`config.mk`:
```
export PLATFORM = sky130hd
export DESIGN_NAME = mdu_seq_flat
export DESIGN_NICKNAME = d
export VERILOG_FILES = /design/src/rtl/mdu_pkg.sv /design/src/rtl/mdu_if.sv /design/src/rtl/mdu_iter_core.sv /design/src/rtl/mdu_seq.sv /design/src/flat_wrapper.sv
export SDC_FILE = /design/constraint.sdc
export NUM_CORES = 1
export LEC_CHECK = 0
export CORE_MARGIN = 2
export CORE_UTILIZATION = 30
export DETAILED_ROUTE_END_ITERATION = 10
export SYNTH_ARGS = -nofsm -noshare
export SYNTH_HDL_FRONTEND = slang
export SYNTH_SLANG_ARGS = --single-unit
export TNS_END_PERCENT = 1
```
`constraint.sdc`:
```
create_clock -name clk -period 7 [get_ports clk]
set_input_delay 0.7 -clock clk [delete_from_list [all_inputs] [get_ports clk]]
set_output_delay 0.7 -clock clk [all_outputs]
set_load 0.01 [all_outputs]
```
`src/rtl/mdu_pkg.sv`:
```
// Shared types and op-classification helpers for the iterative multiply/divide unit.
package mdu_pkg;

   // RV32M funct3 encoding
   typedef enum logic [2:0] {
      MUL    = 3'd0,
      MULH   = 3'd1,
      MULHSU = 3'd2,
      MULHU  = 3'd3,
      DIV    = 3'd4,
      DIVU   = 3'd5,
      REM    = 3'd6,
      REMU   = 3'd7
   } mdu_op_t;

   typedef enum logic [1:0] {
      IDLE = 2'd0,
      CALC = 2'd1,
      FIX  = 2'd2,
      DONE = 2'd3
   } mdu_state_t;

   function automatic logic is_div(mdu_op_t op);
      return op inside {DIV, DIVU, REM, REMU};
   endfunction

   function automatic logic is_rem(mdu_op_t op);
      return op inside {REM, REMU};
   endfunction

   function automatic logic op1_signed(mdu_op_t op);
      return op inside {MUL, MULH, MULHSU, DIV, REM};
   endfunction

   function automatic logic op2_signed(mdu_op_t op);
      return op inside {MUL, MULH, DIV, REM};
   endfunction

endpackage

```
`src/rtl/mdu_if.sv`:
```
// Request/response bundle between the EX stage and the multiply/divide unit.
// Handshake: a request is taken on a rising edge where start=1, busy=0 and flush=0;
// the requester holds start until busy rises. done is a one-cycle pulse in which
// result is valid; result then holds until the next done. There is no ready/backpressure
// on the result side.
interface mdu_if
   import mdu_pkg::*;
#(
   parameter int XLEN = 32
);
   logic            start;
   mdu_op_t         op;
   logic [XLEN-1:0] operand1;
   logic [XLEN-1:0] operand2;
   logic            flush;
   logic            busy;
   logic            done;
   logic [XLEN-1:0] result;

   modport master (
      output start, op, operand1, operand2, flush,
      input  busy, done, result
   );

   modport slave (
      input  start, op, operand1, operand2, flush,
      output busy, done, result
   );
endinterface

```
`src/rtl/mdu_iter_core.sv`:
```
// Shift registers and the single XLEN+1 adder shared by the radix-2 shift-add multiplier
// and the restoring divider. Works on unsigned magnitudes; one step per enabled cycle.
// Multiply: {hi,lo} ends as the 2*XLEN product. Divide: lo = quotient, hi = remainder.
module mdu_iter_core #(
   parameter int XLEN = 32
) (
   input  logic            clk,
   input  logic            rst_n,
   input  logic            load,
   input  logic            step,
   input  logic            div_mode,
   input  logic [XLEN-1:0] load_a,   // multiplier / dividend magnitude
   input  logic [XLEN-1:0] load_b,   // multiplicand / divisor magnitude
   output logic [XLEN-1:0] hi,
   output logic [XLEN-1:0] lo
);
   logic [XLEN-1:0] acc_q, q_q, b_q;
   logic [XLEN-1:0] acc_d, q_d;
   logic [XLEN:0]   add_a, add_b, sum;
   logic            add_ci;

   // Shared adder: acc+b for multiply, (acc<<1 | next dividend bit) - b for divide
   always_comb begin
      add_a  = div_mode ? {acc_q, q_q[XLEN-1]} : {1'b0, acc_q};
      add_b  = div_mode ? ~{1'b0, b_q} : {1'b0, b_q};
      add_ci = div_mode;
      sum    = add_a + add_b + {{XLEN{1'b0}}, add_ci};
   end

   // Next step: shift-add right for multiply, subtract-or-restore left for divide
   always_comb begin
      acc_d = acc_q;
      q_d   = q_q;
      if (div_mode) begin
         if (!sum[XLEN]) begin
            acc_d = sum[XLEN-1:0];
            q_d   = {q_q[XLEN-2:0], 1'b1};
         end else begin
            acc_d = add_a[XLEN-1:0];
            q_d   = {q_q[XLEN-2:0], 1'b0};
         end
      end else if (q_q[0]) begin
         acc_d = sum[XLEN:1];
         q_d   = {sum[0], q_q[XLEN-1:1]};
      end else begin
         acc_d = add_a[XLEN:1];
         q_d   = {add_a[0], q_q[XLEN-1:1]};
      end
   end

   // Datapath registers: load on acceptance, advance one step when enabled
   always_ff @(posedge clk or negedge rst_n) begin
      if (!rst_n) begin
         acc_q <= '0;
         q_q   <= '0;
         b_q   <= '0;
      end else if (load) begin
         acc_q <= '0;
         q_q   <= load_a;
         b_q   <= load_b;
      end else if (step) begin
         acc_q <= acc_d;
         q_q   <= q_d;
      end
   end

   assign hi = acc_q;
   assign lo = q_q;

endmodule

```
`src/rtl/mdu_seq.sv`:
```
// Sequencing FSM for the iterative RV32M multiply/divide unit: operand sign handling,
// divide special cases, final sign fix-up and word select. Arithmetic lives in mdu_iter_core.
module mdu_seq
   import mdu_pkg::*;
#(
   parameter int XLEN = 32
) (
   input  logic       clk,
   input  logic       rst_n,
   mdu_if.slave       bus,
   output mdu_state_t dbg_state
);
   localparam int CW = $clog2(XLEN);
   localparam logic [XLEN-1:0] MIN_NEG = {1'b1, {(XLEN-1){1'b0}}};

   mdu_state_t      state_q, state_d;
   logic [CW-1:0]   cnt_q;
   mdu_op_t         op_q;
   logic            neg_q, spec_q;
   logic [XLEN-1:0] spec_res_q, result_q;

   logic            accept, s1, s2, special;
   logic [XLEN-1:0] mag1, mag2, spec_val, fix_val;
   logic [XLEN-1:0] core_hi, core_lo, div_raw, div_fix;
   logic [2*XLEN-1:0] prod, prod_fix;

   // Request decode: magnitudes, signs and the divides that skip iteration
   always_comb begin
      accept   = (state_q == IDLE) && bus.start && !bus.flush;
      s1       = op1_signed(bus.op) && bus.operand1[XLEN-1];
      s2       = op2_signed(bus.op) && bus.operand2[XLEN-1];
      mag1     = s1 ? -bus.operand1 : bus.operand1;
      mag2     = s2 ? -bus.operand2 : bus.operand2;
      special  = is_div(bus.op) &&
                 ((bus.operand2 == '0) ||
                  (op1_signed(bus.op) && (bus.operand1 == MIN_NEG) && (bus.operand2 == '1)));
      spec_val = (bus.operand2 == '0) ? (is_rem(bus.op) ? bus.operand1 : '1)
                                      : (is_rem(bus.op) ? '0 : MIN_NEG);
   end

   // FSM state register
   always_ff @(posedge clk or negedge rst_n) begin
      if (!rst_n) state_q <= IDLE;
      else        state_q <= state_d;
   end

   // FSM next state; flush overrides everything
   always_comb begin
      state_d = state_q;
      case (state_q)
         IDLE:    if (accept) state_d = special ? FIX : CALC;
         CALC:    if (cnt_q == '0) state_d = FIX;
         FIX:     state_d = DONE;
         DONE:    state_d = IDLE;
         default: state_d = IDLE;
      endcase
      if (bus.flush) state_d = IDLE;
   end

   // Per-operation control registers captured at acceptance, plus iteration counter
   always_ff @(posedge clk or negedge rst_n) begin
      if (!rst_n) begin
         op_q       <= MUL;
         neg_q      <= 1'b0;
         spec_q     <= 1'b0;
         spec_res_q <= '0;
         cnt_q      <= '0;
      end else if (accept) begin
         op_q       <= bus.op;
         neg_q      <= is_rem(bus.op) ? s1 : (s1 ^ s2);
         spec_q     <= special;
         spec_res_q <= spec_val;
         cnt_q      <= CW'(XLEN - 1);
      end else if ((state_q == CALC) && (cnt_q != '0)) begin
         cnt_q      <= cnt_q - 1'b1;
      end
   end

   mdu_iter_core #(.XLEN(XLEN)) u_core (
      .clk      (clk),
      .rst_n    (rst_n),
      .load     (accept),
      .step     (state_q == CALC),
      .div_mode (is_div(op_q)),
      .load_a   (mag1),
      .load_b   (mag2),
      .hi       (core_hi),
      .lo       (core_lo)
   );

   // Sign fix-up and word select, evaluated during FIX
   always_comb begin
      prod     = {core_hi, core_lo};
      prod_fix = neg_q ? -prod : prod;
      div_raw  = is_rem(op_q) ? core_hi : core_lo;
      div_fix  = neg_q ? -div_raw : div_raw;
      if (spec_q)                fix_val = spec_res_q;
      else if (is_div(op_q))     fix_val = div_fix;
      else if (op_q == MUL)      fix_val = prod_fix[XLEN-1:0];
      else                       fix_val = prod_fix[2*XLEN-1:XLEN];
   end

   // Result register: updated only on a completed FIX, held otherwise
   always_ff @(posedge clk or negedge rst_n) begin
      if (!rst_n)                             result_q <= '0;
      else if ((state_q == FIX) && !bus.flush) result_q <= fix_val;
   end

   assign bus.busy   = (state_q != IDLE);
   assign bus.done   = (state_q == DONE);
   assign bus.result = result_q;
   assign dbg_state  = state_q;

endmodule

```
`src/flat_wrapper.sv`:
```
// flat-port wrapper written by rule: the top's interface ports become plain ports
module mdu_seq_flat import mdu_pkg::*;
#(
   parameter int XLEN = 32
)
  (clk, rst_n, dbg_state, bus_start, bus_op, bus_operand1, bus_operand2, bus_flush, bus_busy, bus_done, bus_result);
  mdu_if #(.XLEN(XLEN)) bus_i ();
  input  logic clk;
  input  logic rst_n;
  output mdu_state_t dbg_state;
  input wire logic [$bits(bus_i.start)-1:0] bus_start;
  input wire logic [$bits(bus_i.op)-1:0] bus_op;
  input wire logic [$bits(bus_i.operand1)-1:0] bus_operand1;
  input wire logic [$bits(bus_i.operand2)-1:0] bus_operand2;
  input wire logic [$bits(bus_i.flush)-1:0] bus_flush;
  output wire logic [$bits(bus_i.busy)-1:0] bus_busy;
  output wire logic [$bits(bus_i.done)-1:0] bus_done;
  output wire logic [$bits(bus_i.result)-1:0] bus_result;
  assign bus_i.start = bus_start;
  assign bus_i.op = bus_op;
  assign bus_i.operand1 = bus_operand1;
  assign bus_i.operand2 = bus_operand2;
  assign bus_i.flush = bus_flush;
  assign bus_busy = bus_i.busy;
  assign bus_done = bus_i.done;
  assign bus_result = bus_i.result;
  mdu_seq #(.XLEN(XLEN)) u_core (.clk(clk), .rst_n(rst_n), .bus(bus_i), .dbg_state(dbg_state));
endmodule
```
== Word-level counts from Yosys, hierarchy flattened ==
Index checks and enable logic that the tools add are counted.

* Flip-flop bits (word level): 172
* Output and inout port bits: 36
* Logic and storage cells: 94

* Equal/unequal tests: 17
* $add $sub $neg: 7
* Reduce and logical (&&, ||, !) cells: 27
* Multiplexer cells: 31
* Bitwise gates (word level): 2

{| class="wikitable"
|+ Operators with widths
! cell !! count
|-
| 32-bit two-way mux || 19
|-
| 32-bit negator || 3
|-
| 33-bit two-way mux || 2
|-
| 32-bit equality test, second input constant || 2
|-
| 64-bit two-way mux || 1
|-
| 64-bit negator || 1
|-
| 33-bit by 1-bit adder with 33-bit output || 1
|-
| 33-bit adder || 1
|-
| 32-bit NOT with 33-bit output || 1
|-
| 32-bit logical NOT || 1
|-
| 3-bit equality test, second input constant || 8
|-
| 4-bit nonzero test || 3
|-
| 5-bit two-way mux || 2
|-
| 2-bit nonzero test || 5
|-
| 5-bit nonzero test || 2
|-
| 1-bit logical AND || 9
|-
| 2-bit two-way mux || 4
|-
| 2-bit case mux with 4 select lines || 1
|-
| 3-bit logical NOT || 2
|-
| 3-bit by 2-bit != test with 1-bit output, second input constant || 2
|-
| 5-bit logical NOT || 1
|-
| 5-bit by 1-bit subtractor with 5-bit output, second input constant || 1
|-
| 2-bit equality test, second input constant || 2
|-
| 3-bit by 1-bit equality test with 1-bit output, second input constant || 1
|-
| other kinds (8) || 9
|}

== Longest topological paths before layout ==
* Word-level depth: 10
* Mapped depth: 21
* Gate-level depth less buffers: 12

== Hierarchy ==
From an unflattened synthesis, not the netlist that was laid out.

* Cell total of the unflattened synthesis: 2100
* Area, all modules: 16788.6 um^2

{| class="wikitable"
|+ By module, submodules not included
! module !! seq. area each (um^2) !! instances !! cells each !! area each (um^2)
|-
| mdu_seq || 1901.8 || 1 || 1188 || 8821.0
|-
| mdu_iter_core || 2402.3 || 1 || 912 || 7967.6
|}

== Least setup slack after synthesis ==
No wires, ideal clock.

* Path type: flip-flop to flip-flop
* Start: reg u_core.op_q[2]
* End: reg u_core.u_core.acc_q[30] (netlist: u_core.u_core.hi[30])
* Data required time: 6878 ps
* Library setup time: 122 ps
* Path slack: 2177 ps
* Arrival time: 4701 ps
* Stages on the path, launching flop included: 18
* Cell sequence: dfrtp_1 -> buf_2 -> buf_2 -> buf_1 -> clkbuf_1 -> clkbuf_1 -> clkbuf_1 -> xor2_1 -> fa_1 -> a211oi_1 -> o211ai_1 -> a2111oi_0 -> nor4_1 -> o311ai_0 -> a31oi_1 -> xnor2_1 -> nand3_1 -> a32o_1

* Word-level cells in the longest chain between the ends: 9
* Elaborated cells on any way between the ends: 14

{| class="wikitable"
|+ RTL lines
! item !! line !! source
|-
| start: declaration || mdu_seq.sv:18 || <nowiki>mdu_op_t op_q;</nowiki>
|-
| start signal: assignment || mdu_seq.sv:69 || <nowiki>op_q <= bus.op;</nowiki>
|-
| 3-bit equality test || mdu_pkg.sv:24 || <nowiki>return op inside {DIV, DIVU, REM, REMU};</nowiki>
|-
| 4-bit nonzero test * || mdu_pkg.sv:24 ||
|-
| 33-bit two-way mux (on tied branches) || mdu_iter_core.sv:24, mdu_iter_core.sv:25 ||
|-
| 33-bit adder || mdu_iter_core.sv:27 || <nowiki>sum = add_a + add_b + {{XLEN{1'b0}}, add_ci};</nowiki>
|-
| 33-bit by 1-bit adder with 33-bit output || mdu_iter_core.sv:27 ||
|-
| 32-bit two-way mux (on tied branches) || mdu_iter_core.sv:42, mdu_iter_core.sv:35 ||
|-
| 32-bit two-way mux * || mdu_iter_core.sv:34 || <nowiki>if (div_mode) begin</nowiki>
|-
| 32-bit two-way mux * || mdu_iter_core.sv:61 || <nowiki>end else if (step) begin</nowiki>
|-
| 32-bit two-way mux * || mdu_iter_core.sv:57 || <nowiki>end else if (load) begin</nowiki>
|-
| end signal: assignment || mdu_iter_core.sv:54 || <nowiki>acc_q <= '0;</nowiki>
|-
| end signal: assignment || mdu_iter_core.sv:58 || <nowiki>acc_q <= '0;</nowiki>
|-
| end signal: assignment || mdu_iter_core.sv:62 || <nowiki>acc_q <= acc_d;</nowiki>
|-
| end: declaration || mdu_iter_core.sv:17 || <nowiki>logic [XLEN-1:0] acc_q, q_q, b_q;</nowiki>
|}

Every way passes the cells marked *; elsewhere a longest branch is shown, timed or not. The select of a mux whose other input is x is not followed.
A chain may end at the register's enable or synchronous reset.

== Final worst setup path ==
* Start: reg u_core.op_q[2]
* End: reg u_core.u_core.acc_q[28] (netlist: u_core.u_core.hi[28])

Same word-level chain as after synthesis.

==> impl_summary.txt <==
----------------------------------------------------
[Drt]
  Antenna viol nets, final ... 0
  Average detailed-routed wire length per instance ... 20.8 um
  DRC violation count after routing ... 0
  Avg Vias per Cell ... 5.77
  Total number of vias ... 15700
  Drt first pass iters ... 5
  WL final ... 56400 um
  Detailed router's first-iteration violation count ... 1484

[Global route]
  Total grt overflow ... 0
  Initial antenna violation count ... 1
  Number of global-route vias before repair ... 15200
  Wire length of the first global-routing pass ... 88500 um
  GRT Util Overall ... 20.7%
  Maximum number of pins on one net before global-route repair ... 204

[Clock network]
  Register clock-pin slew on the reported worst setup and hold paths ... 0.07 ns
  Count of hold buffers inserted by post-cts repair ... 0
  Cell at the root of the clock tree ... clkbuf_16
  Insertion delay of the later-clocked pin in the worst-skew pair ... 0.48 ns
  Buffer levels on the longest clock path ... 2
  Count of buffers added by post-CTS timing repair for setup ... 0
  TritonCTS Sinks ... 172
  Number of resized instances in the post-cts repair step ... 0
  Level count of the clock H-tree ... 4
  CTS buffer count ... 17
  Clock tree from TritonCTS ... yes

[Setup path]
  Worst-path cell chain ... buf_4 > mux2_2 > ha_1 > nand2_1 > nor4_1 > and3_1 > nor2_1 > a21oi_1 > or3_1 > nand2_2 > or4_1 > o311ai_1
  WP data arrival ... 5.55 ns
  Startpoint of the worst register-to-register path ... u_core.op_q[2]
  Setup slack of the worst register-to-register path ... 1.82 ns
  Kind of launch point of the worst setup path ... register
  Reg2reg end ... u_core.u_core.hi[28]
  Register-to-Register Path Depth ... 12
  Critical path's top delay family ... simple AND/OR/NAND/NOR gates
  Critical path endpoint category ... register
  Slowest cell on crit path ... dfrtp_4
  Worst endpoint required time ... 7.37 ns
  Max FO, Critical Path ... 63
  Biggest cell delay along the critical path ... 0.88 ns
  WP buf/inv ... 1
  Crit Path Category ... reg2reg

[Power]
  Share of power burned in the clock network ... 11.1%
  Switch Pwr ... 5.15 mW
  Power density relative to cell area ... 542 nW/um^2
  Portion of total power attributed to combinational logic ... 67.5%
  Portion of total power attributed to sequential cells ... 21.4%
  Static leakage ... 6.87 nW
  Share of total power consumed by net switching ... 53.2%
  Design internal power ... 4.53 mW
  Worst VDD drop ... 0.181 mV
  Power Total ... 9.69 mW

[Synth]
  Mux contribution to synthesized area ... 6.74%
  Net count after synthesis ... 2178
  Netlist cell types ... 86
  Number of instances in the synthesized netlist ... 2063
  Area share of the largest cell type after synthesis ... 27.2%
  Post-synthesis async set-or-reset flop share ... 100%
  Main combinational cell family by area after synthesis ... compound AO/OA/AOI/OAI gates
  Flip-flop cell with the highest count after synthesis ... dfrtp_1
  Post-Synth Simple-Gate Area ... 18.6%
  Yosys Warn Count ... 0
  Adder-cell share of the synthesized area ... 3.52%
  Synthesis-stage register bit count ... 172
  Avg Synthesized Cell Area ... 7.68 um^2
  Number of enable-type register cells in the synthesized netlist ... 0
  Mapped cell area ... 15800 um^2
  Library cell with the largest summed area after synthesis ... dfrtp_1
  Share of the synthesized area in compound gates (AO/OA/AOI/OAI) ... 26.7%
  Parity-gate share of the synthesized area counting xor and xnor cells ... 11.5%
  Portion of the post-synthesis area used by sequential elements ... 27.2%
  Top cells by area, synth ... dfrtp_1 27%, o21ai_0 8.5%, nand2_1 6.2%

[STA]
  Number of setup violations in the final report ... 0
  Slew Limit Headroom ... 12.9%
  Maximum frequency from static timing analysis ... 193 MHz
  Final max-slew violation count ... 0
  Crit share post-route ... 74.0%
  Setup tns final ... 0 ns
  Time the worst path needs with I/O delays and setup ... 5.18 ns
  Post-Route Hold Slack ... 0.269 ns
  Total count of hold-check failures in the final report ... 0
  Transition time of the tightest slew-check pin ... 1.30 ns
  Final setup skew ... 0.0157 ns
  Unrepaired setup endpoints after global routing ... no

[Finish]
  Share of cells above drive strength 1 ... 5.92%
  Area of combinational cells with multiple inputs ... 10700 um^2
  Final core area utilization ... 34.1%
  Post-layout net count ... 2130
  Antenna diode count ... 0
  Number of fill cells in the layout ... 5568
  Area delta synth->final ... 12.7%
  Register Area ... 4310 um^2
  Final std cells w/o fill ... 2715

[Floorplan]
  Die outline area ... 54700 um^2
  Starting Density ... 30.3%
  Core footprint ... 52300 um^2
  Ports placed on the boundary ... 107
  Number of rows in the core area ... 84
  Die height ... 234 um
  Die Wd ... 234 um

[Outcome]
  Status ... completed

[Place]
  Instance count after placement with tap cells included ... 2684
  Number of input and output port buffers inserted ... 106
  HPWL reported at the end of detailed placement ... 40100 um
  Global placement routability congestion ... 0.932

[Flow run]
  Number of max-cap violations ... 0

[Min path]
  Min-Delay Path Class ... in2async

----------------------------------------------------
final cells by class:
type	instances	area share [%]
clock buffer	20	2.50
clock inverter	11	1.02
inverter	38	0.799
multi-input combinational	1657	59.7
sequential	172	24.1
tap	688	4.82
timing repair buffer	129	7.06
state kept, by name, indices dropped and copies added, names as in the netlist:
register           count
u_core.bus.result     32
u_core.spec_res_q     32
u_core.u_core.b_q     32
u_core.u_core.hi      32
u_core.u_core.lo      32
u_core.cnt_q           5
u_core.op_q            3
u_core.dbg_state       2
u_core.neg_q           1
u_core.spec_q          1
per-stage QoR:
step	setup slack (ns)	area [um^2]
after global routing	1.43	17900
after CTS	1.91	17900
after floorplan	2.18	15800
final	1.82	17900
after detailed placement	1.94	17200
after global placement	2.01	17200
kinds of logic after synthesis:
kind of cell / after synthesis
simple gates: 608
fa+ha+maj: 44
mux: 102
buf+inv: 234
xor+xnor: 208
compound gates: 695
flops: 172
cell usage after synthesis (8+ instances only):
master	count
o21ai_0	270
nand2_1	260
dfrtp_1	172
clkbuf_1	166
a21oi_1	152
xnor2_1	107
xor2_1	101
nor2_1	99
mux2i_1	64
o211ai_1	51
nor3_1	44
ha_1	43
mux2_2	38
inv_1	36
nand3_1	35
o31ai_1	32
and3_1	26
o21ai_1	26
a211oi_1	24
or3_1	24
a31oi_1	22
nand4_1	21
a21o_1	19
nor4_1	19
buf_1	17
o41ai_1	14
o21a_1	12
or4_1	12
buf_2	11
and2_1	9
nand2b_1	9
a32o_1	8
nand3b_1	8
o221ai_1	8
cell usage in the layout, fill, tap and decap left out, types with 7 or more instances in the layout:
master and n:
a211oi_1 24, a21o_1 19, a21oi_1 152, a221oi_1 7
a31oi_1 22, a32o_1 8, and2_1 9, and3_1 26
buf_4 21, clkbuf_16 17, clkdlybuf4s50_1 105, dfrtp_1 170
ha_1 42, inv_1 36, mux2_2 38, mux2i_1 64
nand2_1 260, nand2b_1 9, nand3_1 35, nand3b_1 8
nand4_1 21, nor2_1 98, nor3_1 44, nor4_1 19
o211ai_1 51, o21a_1 12, o21ai_0 270, o21ai_1 26
o221ai_1 8, o31ai_1 32, o41ai_1 14, or3_1 24
or4_1 12, xnor2_1 107, xor2_1 101
worst max path at each step:
stage	startpoint	endpoint	slack [ns]	depth (start not counted)
after floorplan	u_core.op_q[2]	u_core.u_core.hi[30]	2.18	17
after global placement	u_core.op_q[2]	u_core.u_core.hi[30]	2.01	12
after detailed placement	u_core.op_q[2]	u_core.u_core.hi[18]	1.94	13
after CTS	u_core.op_q[2]	u_core.u_core.hi[21]	1.91	13
after global routing	u_core.op_q[2]	u_core.u_core.hi[28]	1.43	12
final	u_core.op_q[2]	u_core.u_core.hi[28]	1.82	12
metal layers:
layer | track usage (%) | vias up | share of wire (%)
met5 | 0 | - | 0
met4 | 7.65 | 0 | 3.0
met3 | 3.09 | 105 | 5.7
met2 | 31.9 | 558 | 45
met1 | 29.2 | 7654 | 47
li1 | - | 7351 | -
power groups by stage:
stage          Combinational (mW)  Clock, mW  Sequential [mW]
6_report                     6.54       1.07             2.07
5_1_grt                      7.19       1.13             2.13
4_1_cts                      6.46       1.09             2.06
3_5_place_dp                 6.43          0             2.07
3_3_place_gp                 6.38          0             2.07
2_1_floorplan                5.03          0             1.59
No activity file was read; power rests on OpenSTA's default activity.
